### src/rtl/exec_muldiv.sv
// exec_muldiv: iterative radix-2 multiply/divide unit for the EX stage.
//
// Operations: MUL (low word), MULH (high word), DIV (quotient) and REM
// (remainder). Each is available signed or unsigned. The core works on
// operand magnitudes for WORD_WIDTH cycles. One FIX cycle then applies the
// sign and the divide-by-zero rules. A one-cycle DONE state carries the
// result strobe.
//
// Ports:
//   clock           rising-edge clock
//   reset           asynchronous, active-high reset
//   in_start        request a new operation this cycle
//   in_op           00 MUL, 01 MULH, 10 DIV, 11 REM
//   in_signed       1 = two's-complement operands
//   in_src1         multiplicand / dividend
//   in_src2         multiplier / divisor
//   in_res_reg_idx  destination register index, returned with the result
//   in_flush        abort the operation in flight or the one requested
//   out_busy        stall request (combinational, covers the issue cycle)
//   out_res_valid   one-cycle result strobe
//   out_res         result word, held until the next FIX
//   out_res_reg_idx destination register of out_res
module exec_muldiv #(
  parameter int WORD_WIDTH    = 16,
  parameter int REG_IDX_WIDTH = 4,
  parameter int CNT_WIDTH     = 5
) (
  input  logic                     clock,
  input  logic                     reset,
  input  logic                     in_start,
  input  logic [1:0]               in_op,
  input  logic                     in_signed,
  input  logic [WORD_WIDTH-1:0]    in_src1,
  input  logic [WORD_WIDTH-1:0]    in_src2,
  input  logic [REG_IDX_WIDTH-1:0] in_res_reg_idx,
  input  logic                     in_flush,
  output logic                     out_busy,
  output logic                     out_res_valid,
  output logic [WORD_WIDTH-1:0]    out_res,
  output logic [REG_IDX_WIDTH-1:0] out_res_reg_idx
);

  localparam int W = WORD_WIDTH;

  localparam logic [1:0] OP_MUL  = 2'b00;
  localparam logic [1:0] OP_MULH = 2'b01;
  localparam logic [1:0] OP_DIV  = 2'b10;
  localparam logic [1:0] OP_REM  = 2'b11;

  typedef enum logic [1:0] {IDLE, CALC, FIX, DONE} state_t;

  state_t                   state_q,   state_d;
  logic [CNT_WIDTH-1:0]     cnt_q,     cnt_d;
  logic [1:0]               op_q,      op_d;
  logic                     sgn_q,     sgn_d;
  logic                     neg_q,     neg_d;
  logic                     dvz_q,     dvz_d;
  logic [REG_IDX_WIDTH-1:0] idx_q,     idx_d;
  logic [W-1:0]             mag1_q,    mag1_d;
  logic [W-1:0]             mag2_q,    mag2_d;
  logic [W-1:0]             src1_q,    src1_d;
  logic [2*W-1:0]           acc_q,     acc_d;
  logic [W-1:0]             res_q,     res_d;
  logic [REG_IDX_WIDTH-1:0] res_idx_q, res_idx_d;

  logic accept;

  // Magnitude of an operand. Unsigned operands pass through unchanged.
  function automatic logic [W-1:0] magnitude(input logic [W-1:0] v, input logic s);
    magnitude = (s && v[W-1]) ? -v : v;
  endfunction

  // One shift-add step. acc holds {partial product, remaining multiplier bits}.
  function automatic logic [2*W-1:0] mul_step(input logic [2*W-1:0] acc,
                                               input logic [W-1:0]   m);
    logic [W:0] sum;
    sum = {1'b0, acc[2*W-1:W]} + (acc[0] ? {1'b0, m} : {(W+1){1'b0}});
    mul_step = {sum, acc[W-1:1]};
  endfunction

  // One restoring-division step. acc holds {remainder, dividend/quotient bits}.
  function automatic logic [2*W-1:0] div_step(input logic [2*W-1:0] acc,
                                               input logic [W-1:0]   d);
    logic [W:0] sh;
    logic [W:0] diff;
    sh   = {acc[2*W-1:W], acc[W-1]};
    diff = sh - {1'b0, d};
    if (!diff[W]) div_step = {diff[W-1:0], acc[W-2:0], 1'b1};
    else          div_step = {sh[W-1:0],   acc[W-2:0], 1'b0};
  endfunction

  // Sign correction and result selection. Divide-by-zero bypasses the sign fix.
  function automatic logic [W-1:0] fix_result(input logic [1:0]     op,
                                               input logic           neg,
                                               input logic           dvz,
                                               input logic [2*W-1:0] acc,
                                               input logic [W-1:0]   src1);
    logic [2*W-1:0] prod;
    logic [W-1:0]   quo;
    logic [W-1:0]   rem;
    prod = neg ? -acc : acc;
    quo  = neg ? -acc[W-1:0] : acc[W-1:0];
    rem  = neg ? -acc[2*W-1:W] : acc[2*W-1:W];
    case (op)
      OP_MUL:  fix_result = prod[W-1:0];
      OP_MULH: fix_result = prod[2*W-1:W];
      OP_DIV:  fix_result = dvz ? {W{1'b1}} : quo;
      default: fix_result = dvz ? src1 : rem;
    endcase
  endfunction

  assign accept = ((state_q == IDLE) || (state_q == DONE)) && in_start && !in_flush;

  always_comb begin
    state_d   = state_q;
    cnt_d     = cnt_q;
    op_d      = op_q;
    sgn_d     = sgn_q;
    neg_d     = neg_q;
    dvz_d     = dvz_q;
    idx_d     = idx_q;
    mag1_d    = mag1_q;
    mag2_d    = mag2_q;
    src1_d    = src1_q;
    acc_d     = acc_q;
    res_d     = res_q;
    res_idx_d = res_idx_q;

    case (state_q)
      IDLE, DONE: begin
        state_d = IDLE;
        if (accept) begin
          state_d = CALC;
          cnt_d   = '0;
          op_d    = in_op;
          sgn_d   = in_signed;
          idx_d   = in_res_reg_idx;
          mag1_d  = magnitude(in_src1, in_signed);
          mag2_d  = magnitude(in_src2, in_signed);
          src1_d  = in_src1;
          dvz_d   = (in_src2 == '0);
          neg_d   = in_signed & ((in_op == OP_REM) ? in_src1[W-1]
                                                   : (in_src1[W-1] ^ in_src2[W-1]));
          // Multiply seeds the low half with the multiplier, divide with the dividend.
          acc_d   = in_op[1] ? {{W{1'b0}}, magnitude(in_src1, in_signed)}
                             : {{W{1'b0}}, magnitude(in_src2, in_signed)};
        end
      end
      CALC: begin
        cnt_d = cnt_q + CNT_WIDTH'(1);
        acc_d = op_q[1] ? div_step(acc_q, mag2_q) : mul_step(acc_q, mag1_q);
        if (cnt_q == CNT_WIDTH'(W - 1)) state_d = FIX;
      end
      FIX: begin
        res_d     = fix_result(op_q, neg_q & sgn_q, dvz_q, acc_q, src1_q);
        res_idx_d = idx_q;
        state_d   = DONE;
      end
      default: state_d = IDLE;
    endcase

    // A flush beats everything, including a flush landing in FIX.
    if (in_flush) begin
      state_d   = IDLE;
      cnt_d     = '0;
      res_d     = res_q;
      res_idx_d = res_idx_q;
    end
  end

  // ---- state / datapath register boundary ----
  always_ff @(posedge clock or posedge reset) begin
    if (reset) begin
      state_q   <= IDLE;
      cnt_q     <= '0;
      op_q      <= '0;
      sgn_q     <= 1'b0;
      neg_q     <= 1'b0;
      dvz_q     <= 1'b0;
      idx_q     <= '0;
      mag1_q    <= '0;
      mag2_q    <= '0;
      src1_q    <= '0;
      acc_q     <= '0;
      res_q     <= '0;
      res_idx_q <= '0;
    end else begin
      state_q   <= state_d;
      cnt_q     <= cnt_d;
      op_q      <= op_d;
      sgn_q     <= sgn_d;
      neg_q     <= neg_d;
      dvz_q     <= dvz_d;
      idx_q     <= idx_d;
      mag1_q    <= mag1_d;
      mag2_q    <= mag2_d;
      src1_q    <= src1_d;
      acc_q     <= acc_d;
      res_q     <= res_d;
      res_idx_q <= res_idx_d;
    end
  end

  assign out_busy        = (state_q == CALC) || (state_q == FIX) || accept;
  assign out_res_valid   = (state_q == DONE);
  assign out_res         = res_q;
  assign out_res_reg_idx = res_idx_q;

endmodule

### config.mk
export PLATFORM = sky130hd
export DESIGN_NAME = exec_muldiv
export DESIGN_NICKNAME = d
export VERILOG_FILES = /design/src/rtl/exec_muldiv.sv
export SDC_FILE = /design/constraint.sdc
export NUM_CORES = 1
export LEC_CHECK = 0
export BUFFER_PORTS_ARGS = -buffer_cell sky130_fd_sc_hd__clkbuf_2
export CAP_MARGIN = 10
export CORE_MARGIN = 1.5
export CORE_UTILIZATION = 60
export CTS_BUF_LIST = sky130_fd_sc_hd__clkbuf_16
export DETAILED_ROUTE_END_ITERATION = 8
export MAX_ROUTING_LAYER = met4
export PLACE_DENSITY = 0.79
export SYNTH_ARGS = -nofsm -noshare
export SYNTH_HDL_FRONTEND = slang
export SYNTH_SLANG_ARGS = --single-unit
### constraint.sdc
create_clock -name clock -period 4.5 [get_ports clock]
set_input_delay 0.225 -clock clock [delete_from_list [all_inputs] [get_ports clock]]
set_output_delay 0.225 -clock clock [all_outputs]
set_load 0.02 [all_outputs]
==> out/qor.yml, run 1 <==
worst_setup_path:
  crit_buf_inv: 2
  cp_slowest_cell: "dfrtp_1"
  crit_chain: "inv_1, ha_1, fa_1, nor2b_1, o31a_1, o311ai_2, nand3b_1, o31ai_4, xor2_2, buf_4, mux2_2, o221ai_1"
  critPathLaunch: "acc_q[15]"
  rr_startpoint: "acc_q[15]"
  arrival_ns: 3.77
  critPathTopFamily: "compound AO/OA/AOI/OAI gates"
  required_ns: 4.81
  setup.worst_path.class: "reg -> reg"
  crit_fanout: 6
  endpoint_kind: "flip-flop"
  worstSetupStartpointType: "flip-flop"
  slowest_delay_ns: 0.46
yosys:
  synthFlopType: "dfrtp_1"
  synth_warnings: 0
  synthDistinctLibCells: 80
  ys_async_sr_fraction_pct: 100
  synth.area.top_cells: "dfrtp_1 (32%), nand2_1 (6.9%), o21ai_0 (6.3%)"
  yosysSeqAreaShare_pct: 32.5
  syn-num-nets: 1158
  yosys.area.top_type: "dfrtp_1"
  synth_edf_count: 0
  syn_avg_cell_area_um2: 8.27
  ys_seq_elements: 115
  yosys-top-cells-count: "nand2_1 (162), dfrtp_1 (115), o21ai_0 (112)"
  yosys.area.top_type_share_pct: 32.5
  synthCells: 1072
  yosysMostFrequentCell: "nand2_1"
  synth.cell_area_mm2: 0.00887
pwr:
  pwr-share-seq_pct: 27.8
  power.density_mw_per_mm2: 783
  p_int_uw: 4040
  p_total_uw: 7650
  p_clk_share_pct: 18.6
  p_sw_share_pct: 47.2
  leakagePower_uw: 0.00456
  switchingPower_uw: 3610
  pwr-share-comb_pct: 53.6
  vdd_drop_max_mv: 0.485
worst_hold_path:
  worstHoldStart: "in_res_reg_idx[0]"
  hold_class: "in -> reg"
finish:
  final_util_pct: 67.5
  syn2layout_area_growth_pct: 10.3
  design_area_mm2: 0.00978
  fill_cells: 1241
  drive_above_1_share_pct: 12.4
  diodes: 0
  nets: 1188
floorplan:
  core.rowCount: 44
  start_util_pct: 61.2
  ios: 65
  fp.coreArea_mm2: 0.0145
  fp.dieW_um: 125
  die_h_um: 125
  dieArea_mm2: 0.0155
global_routing:
  grt_max_degree: 84
  grt_pass1_wl_um: 40700
  first_global_vias: 7577
  overflow: 0
  grt_use_met3_pct: 9.71
  use_met2_pct: 48.9
  grt_usage_pct: 34.4
  gr-max-usage-layer: "met2"
  use_met1_pct: 46.7
  antenna_found_initial: 0
clocking:
  insertion_delay_ns: 0.43
  cts_tree: "built"
  numCtsBuffers: 17
  h-tree-depth: 4
  ctsResizeCount: 0
  hold_buffers: 3
  clockBufferDepth: 2
  cts_root_buf: "clkbuf_16"
  post_cts.repair.setup_buffers: 0
  cts_sinks: 115
  cts.clk_slew.worst_paths_ns: 0.05
place:
  portBuffers: 64
  hpwl_um: 18900
  pre_cts_slack_ns: 1.14
  place_congestion: 0.981
  place_area_mm2: 0.00913
timing:
  finalHoldViolCount: 0
  timing.fmax_mhz: 289
  fin_setup_tns_ns: 0
  final.setup.worst_slack_ns: 1.04
  max_slew_margin_pct: 28.9
  slew_violations: 0
  setup_viol: 0
  worstMarginPinSlew_ns: 1.06
  rsz0062_at_grt: "false"
  finClkSkew_ns: 0.0121
  timing.final.crit_period_ns: 3.46
  fin_crit_sh_pct: 76.8
detailed_routing:
  via_count: 8139
  drc: 0
  detailedRoute.firstPassIterationCount: 6
  viasPerCell: 6.27
  routedWlPerCell_um: 19.5
  dr.first_iter.drc_count: 834
  postRouteAntennaNets: 0
  routed_wl_um: 25300
run:
  cap_violations: 0
outcome:
  status: "finished, final reports clean"
through the flow:
step / hold slack (ns) / instances
2_1_floorplan: 0.321 / 1072
3_3_place_gp: 0.421 / 1264
3_5_place_dp: 0.422 / 1264
4_1_cts: 0.00181 / 1299
5_1_grt: 0.0297 / 1299
6_report: 0.00173 / 1299
path summary, 6_finish.rpt:
| path | to | slack (ns) | cells past startpoint |
|---|---|---|---|
| min in group asynchronous | src1_q[9] | 0.03 | 2 |
| hold / removal | idx_q[0] | 0.002 | 3 |
| setup / recovery | acc_q[16] | 1.04 | 12 |
| setup reg to reg | acc_q[16] | 1.04 | 12 |
| max in group asynchronous | out_res_reg_idx[0] | 3.48 | 3 |
| hold reg to reg | idx_q[2] | 0.47 | 2 |
cell families after synthesis:
logic type               synth area share, %
AND/OR/NAND/NOR                         19.5
AO/OA/AOI/OAI                           21.7
flip-flops                              32.5
buffers and inverters                   6.10
XOR/XNOR                                8.48
multiplexers                            5.48
adder cells (fa/ha/maj)                 6.24
worst reg2reg max path, stage by stage (launching register included):
cell and delay [ns]:
dfrtp_1 0.46, inv_1 0.15, ha_1 0.21, fa_1 0.24, nor2b_1 0.08, o31a_1 0.31, o311ai_2 0.30, nand3b_1 0.21
o31ai_4 0.25, xor2_2 0.38, buf_4 0.24, mux2_2 0.34, o221ai_1 0.17
flip-flops by register name (all words and copies together) (netlist names):
register         count
op_q                 2
neg_q                1
mag2_q              16
mag1_q              16
sgn_q                1
out_res_reg_idx      4
cnt_q                5
dvz_q                1
out_res             16
idx_q                4
state_q              2
acc_q               32
src1_q              15
layout make-up:
cell class              count  area, µm²  area share, %
multi-input cells         846       5450           55.8
flip-flops and latches    115       2880           29.4
repair buffers             78        433           4.43
clock buffers              17        425           4.35
well taps                 184        230           2.36
clock inverters            15        190           1.95
inverters                  44        168           1.72
power groups by stage:
| stage | combinational (µW) | clock (µW) | sequential, µW |
|---|---|---|---|
| 3_3_place_gp | 3910 | 0 | 2080 |
| 5_1_grt | 4520 | 1470 | 2180 |
| 2_1_floorplan | 3230 | 0 | 1840 |
| 3_5_place_dp | 3970 | 0 | 2110 |
| 4_1_cts | 4020 | 1420 | 2100 |
| 6_report | 4100 | 1420 | 2130 |
metal layers:
| layer | routed length, µm | vias up |
|---|---|---|
| met4 | 792 | 0 |
| met3 | 2510 | 67 |
| met5 | 0 | - |
| met1 | 11000 | 3794 |
| met2 | 11000 | 409 |
| li1 | - | 3869 |
placed cells by master, fill, tap and decap left out, types with 4 or more instances in the layout:
cell type,instances
a211oi_1,9
a21o_1,8
a21oi_1,68
a221oi_1,12
a22oi_1,5
a31oi_1,14
and2_1,21
and3_1,13
buf_4,11
bufinv_16,4
clkbuf_16,17
clkbuf_2,64
clkinvlp_4,4
dfrtp_1,115
ha_1,41
inv_1,43
mux2_2,12
mux2i_1,35
nand2_1,162
nand2b_1,18
nand3_1,11
nand3b_1,4
nor2_1,73
nor2b_1,9
nor3_1,20
nor4_1,11
o211ai_1,6
o21a_1,4
o21ai_0,111
o221ai_1,5
o31ai_1,10
o41ai_1,7
or2_2,4
or3_1,4
or4_4,4
xnor2_1,49
xor2_1,35
Note: power is estimated with default switching activity, not from simulation.
==> run 2: changes to the inputs <==
==> constraint.sdc (replaced) <==
create_clock -name clock -period 3.2 [get_ports clock]
set_input_delay 0.16 -clock clock [delete_from_list [all_inputs] [get_ports clock]]
set_output_delay 0.16 -clock clock [all_outputs]
set_load 0.02 [all_outputs]
==> run 2 against run 1 <==
  * Total power grew 44%
  * Register-to-register slack lost 0.93 ns
  * Global-route usage grew 1.1 points
  * Die area is the same
  * Largest power group unchanged
==> out/qor.yml, run 2 (synthesis results as in run 1) <==
timing:
  fin_crit_sh_pct: 96.4
  timing.fmax_mhz: 324
  slew_violations: 0
  finalHoldViolCount: 0
  max_slew_margin_pct: 45.5
  timing.final.crit_period_ns: 3.09
  fin_setup_tns_ns: 0
  setup_viol: 0
  finClkSkew_ns: 0.0101
  worstMarginPinSlew_ns: 0.811
  holdWs_ns: 0.0225
floorplan:
  core.rowCount: 44
  fp.coreArea_mm2: 0.0145
  fp.dieW_um: 125
  dieArea_mm2: 0.0155
  start_util_pct: 61.2
  ios: 65
  die_h_um: 125
detailed_routing:
  detailedRoute.firstPassIterationCount: 6
  postRouteAntennaNets: 0
  viasPerCell: 6.32
  drc: 0
  dr.first_iter.drc_count: 1047
  via_count: 8447
  routedWlPerCell_um: 19.6
  routed_wl_um: 26200
place:
  dp_cells: 1284
  portBuffers: 64
  place_area_mm2: 0.00929
  hpwl_um: 19100
  place_congestion: 1.02
finish:
  design_area_mm2: 0.0101
  most-common-layout-cells: "nand2_1 (162), dfrtp_1 (113), o21ai_0 (111), nor2_1 (73), a21oi_1 (68)"
  drive_above_1_share_pct: 15.0
  syn2layout_area_growth_pct: 13.9
  nets: 1223
  largest_register: "acc_q"
  fin_cells: 1336
  largest_reg_flops: 32
  final_common_cell: "nand2_1"
worst_setup_path:
  required_ns: 3.48
  rr_startpoint: "acc_q[15]"
  r2r-end: "acc_q[30]"
  worstSetupStartpointType: "flip-flop"
  r2r_cells: 12
  arrival_ns: 3.37
  critPathLaunch: "acc_q[15]"
  endpoint: "acc_q[30]"
  regToRegSetupSlack_ns: 0.11
  setup.worst_path.class: "reg -> reg"
  crit_fanout: 10
  endpoint_kind: "flip-flop"
outcome:
  status: "finished, final reports clean"
pwr:
  power.density_mw_per_mm2: 1090
  leakagePower_uw: 0.00472
  vdd_drop_max_mv: 0.509
clocking:
  cts_tree: "built"
  h-tree-depth: 4
  numCtsBuffers: 17
  insertion_delay_ns: 0.43
  cts.clk_slew.worst_paths_ns: 0.06
  cts_root_buf: "clkbuf_16"
  clockBufferDepth: 2
  cts_sinks: 115
global_routing:
  first_global_vias: 7953
  grt_pass1_wl_um: 42200
  overflow: 0
  grt_usage_pct: 35.4
  antenna_found_initial: 2
  grt_max_degree: 82
run:
  cap_violations: 0
worst_hold_path:
  hold_class: "in -> reg"
-- run 2: changes by cell type in the layout (fill, tap and decap cells not counted), sizes merged --
cell / before / now
clkinv: 6 / 9
clkbuf: 81 / 82
inv: 45 / 43
bufinv: 4 / 3
diode: 0 / 2
buf: 11 / 37
dlygate4sd3: 3 / 11
-- run 2: layout make-up --
| cell class | count | area, µm² |
|---|---|---|
| Antenna cell | 2 | 5.00 |
| Clock buffer | 17 | 425 |
| Clock inverter | 15 | 166 |
| Fill cell | 1186 | 4380 |
| Inverter | 44 | 169 |
| Multi-Input combinational cell | 846 | 5490 |
| Sequential cell | 115 | 2880 |
| Tap cell | 184 | 230 |
| Timing Repair Buffer | 113 | 736 |
-- run 2: how the worst min path moves through the flow --
stage	startpoint	cells after the start	slack (ns)	endpoint
after floorplan	in_src2[15]	1	0.26	dvz_q
after detailed placement	reset	2	0.33	cnt_q[1]
after global placement	reset	2	0.33	cnt_q[1]
after global routing	in_src1[12]	3	0.03	src1_q[12]
final	in_src1[5]	3	0.02	src1_q[5]
after CTS	in_src1[5]	3	0.001	src1_q[5]
-- run 2: repair_timing --
action,CTS,global route
gates resized for setup,1,11
gates cloned,0,0
setup buffers,0,7
endpoints found under the hold margin,43,0
hold buffers,11,0
setup endpoints to repair,1,10
pin swaps,0,5
-- run 2: where the power goes --
part / internal [µW] / leakage, µW / switching, µW / total (µW)
Combinational: 2590 / 0.00298 / 3680 / 6270
Sequential: 2090 / 0.00145 / 728 / 2810
Clock: 1210 / 0.000288 / 718 / 1930
-- run 2: critical path, cell delays in order (launching register included) --
cell and delay [ns]:
dfrtp_1 0.39, inv_2 0.08, ha_4 0.14, fa_2 0.23, nor2b_1 0.06, o31a_1 0.34, o311ai_2 0.26, nand3b_1 0.19
o31ai_4 0.33, xor2_2 0.28, buf_6 0.21, mux2i_1 0.28, o221ai_1 0.14
-- run 2: routing by layer --
| layer | share of wire, % | track usage, % |
|---|---|---|
| met2 | 45 | 53.0 |
| met1 | 43 | 47.7 |
| met4 | 3.2 | 12.7 |
| met5 | 0 | - |
| met3 | 8.6 | 7.73 |
-- run 2: stage by stage --
step | setup slack [ns] | utilization [%] | power [µW]
final | 0.114 | 69.7 | 11000
after detailed placement | 0.107 | 64.2 | 8690
after CTS | 0.102 | 69.0 | 10700
after global routing | -0.0156 | 69.7 | 11800
after global placement | 0.233 | 64.2 | 8560
after floorplan | 0.0922 | - | 7140
==> run 3: changes to the inputs <==
--- a/config.mk
+++ b/config.mk
@@ -5,13 +5,13 @@
 export SDC_FILE = /design/constraint.sdc
 export NUM_CORES = 1
 export LEC_CHECK = 0
+export ABC_AREA = 1
 export BUFFER_PORTS_ARGS = -buffer_cell sky130_fd_sc_hd__clkbuf_2
 export CAP_MARGIN = 10
 export CORE_MARGIN = 1.5
 export CORE_UTILIZATION = 60
 export CTS_BUF_LIST = sky130_fd_sc_hd__clkbuf_16
 export DETAILED_ROUTE_END_ITERATION = 8
-export MAX_ROUTING_LAYER = met4
 export PLACE_DENSITY = 0.79
 export SYNTH_ARGS = -nofsm -noshare
 export SYNTH_HDL_FRONTEND = slang
==> run 3 against run 2 <==
  * Sequential cell count stayed put
  * Die area is 6.9% higher
  * Synthesized cell count is 41% higher
  * Core utilization is 0.11 points lower
  * Fmax is 17% higher
==> out/qor.yml, run 3 <==
detailed_routing:
  dr.first_iter.drc_count: 1345
  detailedRoute.firstPassIterationCount: 8
  routed_wl_um: 31600
  via_count: 10500
  postRouteAntennaNets: 0
  drc: 0
  viasPerCell: 5.85
  routedWlPerCell_um: 17.6
yosys:
  synthDistinctLibCells: 41
  yosys.area.top_type_share_pct: 30.3
  yosys-top-cells-count: "nand2_1 (450), inv_1 (197), nand3_1 (154)"
  synth_warnings: 0
  synth-simple-area-share_pct: 35.4
  syn-num-nets: 1602
  synthCells: 1516
  synth.cell_area_mm2: 0.00949
  synth_top_family_by_area: "simple AND/OR/NAND/NOR gates"
  synth_fa_ha_area_share_pct: 5.82
  yosys.area.top_type: "dfrtp_1"
  yosysSeqAreaShare_pct: 30.3
  synth.area.top_cells: "dfrtp_1 (30%), nand2_1 (18%), nand3_1 (8.1%)"
  synth_xor_area_share_pct: 2.86
  ys_seq_elements: 115
  synth.mux.area_fraction_pct: 0
  synth-compound-area-share_pct: 15.1
  synthFlopType: "dfrtp_1"
  yosysMostFrequentCell: "nand2_1"
  syn_avg_cell_area_um2: 6.26
  synth_edf_count: 0
  ys_async_sr_fraction_pct: 100
timing:
  rsz0062_at_grt: "false"
  timing.fmax_mhz: 378
  final.setup.worst_slack_ns: 0.552
  max_slew_margin_pct: 40.7
  fin_crit_sh_pct: 82.7
  finClkSkew_ns: 0.0103
  setup_viol: 0
  slew_violations: 0
  timing.final.crit_period_ns: 2.65
  finalHoldViolCount: 0
  fin_setup_tns_ns: 0
  worstMarginPinSlew_ns: 0.888
worst_setup_path:
  worstSetupStartpointType: "flip-flop"
  critPathLaunch: "acc_q[15]"
  slowest_delay_ns: 0.43
  arrival_ns: 2.96
  setup.worst_path.class: "reg -> reg"
  cp_slowest_cell: "dfrtp_1"
  r2r-end: "acc_q[16]"
  endpoint_kind: "flip-flop"
  crit_chain: "inv_1, ha_1, fa_1, inv_1, nand3_1, nand2_1, nand2_2, nand2_2, nand2_2, nand3_2, nand2_4, inv_2, nor2_1, o21ai_1, nand2_1"
  rr_startpoint: "acc_q[15]"
  regToRegSetupSlack_ns: 0.55
  r2r_cells: 15
  crit_fanout: 21
  required_ns: 3.51
  crit_top_cell: "nand2_2"
global_routing:
  first_global_vias: 9395
  grt_usage_pct: 39.2
  antenna_found_initial: 0
  grt_pass1_wl_um: 49600
  overflow: 0
  grt_max_degree: 60
run:
  cap_violations: 0
finish:
  nets: 1661
  syn2layout_area_growth_pct: 12.3
  final_common_cell: "nand2_1"
  largest_reg_flops: 32
  design_area_mm2: 0.0107
  diodes: 0
  drive_above_1_share_pct: 9.19
  final_util_pct: 69.6
  largest_register: "acc_q"
  fin_cells: 1799
  most-common-layout-cells: "nand2_1 (450), inv_1 (196), nand3_1 (154), nor2_1 (144), o21ai_0 (116)"
floorplan:
  fp.dieW_um: 129
  ios: 65
  die_h_um: 129
  core.rowCount: 45
  dieArea_mm2: 0.0166
  fp.coreArea_mm2: 0.0153
  start_util_pct: 62.0
outcome:
  status: "finished, final reports clean"
worst_hold_path:
  hold_path_end: "mag2_q[11]"
  hold_class: "in -> reg"
  hold_depth: 3
  worstHoldStart: "in_src2[11]"
clocking:
  numCtsBuffers: 17
  h-tree-depth: 4
  cts.clk_slew.worst_paths_ns: 0.07
  ctsResizeCount: 0
  insertion_delay_ns: 0.43
  cts_sinks: 115
  post_cts.repair.setup_buffers: 0
  cts_tree: "built"
  clockBufferDepth: 2
  cts_root_buf: "clkbuf_16"
place:
  place_area_mm2: 0.00999
  hpwl_um: 23800
  portBuffers: 64
  pre_cts_slack_ns: 0.603
  place_congestion: 0.996
  dp_cells: 1757
pwr:
  power.density_mw_per_mm2: 1050
  leakagePower_uw: 0.00572
  vdd_drop_max_mv: 0.702
run 3: per-stage QoR:
step                power (µW)  hold WS (ns)
floorplan                 7190         0.277
global placement          8890         0.283
detailed placement        9000         0.275
CTS                      11000       0.00975
global route             12000        0.0331
finish                   11200       0.00472
run 3: power breakdown:
part | internal, µW | switching, µW | leakage (µW) | total (µW)
Sequential | 2110 | 756 | 0.00142 | 2870
Combinational | 2050 | 4340 | 0.00402 | 6390
Clock | 1040 | 855 | 0.000280 | 1890
Total | 5200 | 5950 | 0.00572 | 11200
run 3: final cells by class:
class / count / area (µm²)
clock buffers: 17 / 425
clock inverters: 15 / 151
fillers: 1414 / 4650
inverters: 207 / 781
multi-input cells: 1145 / 5620
flip-flops and latches: 115 / 2880
well taps: 211 / 264
repair buffers: 89 / 546
run 3: what timing repair did:
| action | CTS | global route |
|---|---|---|
| hold endpoints to repair | 36 | 0 |
| endpoints found under the setup margin | 0 | 0 |
| hold buffers | 10 | 0 |
run 3: worst max path at each step:
| stage | to | slack (ns) | depth (start not counted) |
|---|---|---|---|
| after floorplan | acc_q[23] | 0.78 | 19 |
| after global placement | acc_q[23] | 0.69 | 17 |
| after detailed placement | acc_q[24] | 0.60 | 17 |
| after CTS | acc_q[16] | 0.58 | 15 |
| after global routing | acc_q[23] | 0.26 | 17 |
| final | acc_q[16] | 0.55 | 15 |
run 3: worst max-delay path: cells and delay by family, from the launching register on:
family	cells	cell delay, ns
compound gates	1	0.16
buf+inv	3	0.45
fa+ha+maj	2	0.64
flops	1	0.43
simple gates	9	0.84
run 3: cells by family after synthesis:
kind of cell             Yosys count
AO/OA/AOI/OAI                    268
AND/OR/NAND/NOR                  803
XOR/XNOR                          31
buffers and inverters            256
adder cells (fa/ha/maj)           43
flip-flops                       115
run 3: routing by layer:
metal,up-vias,wire length [µm],track usage [%]
li1,5005,-,-
met1,4845,13200,54.3
met2,599,14000,61.2
met3,76,3300,7.90
met4,0,1090,14.1
met5,-,0,0
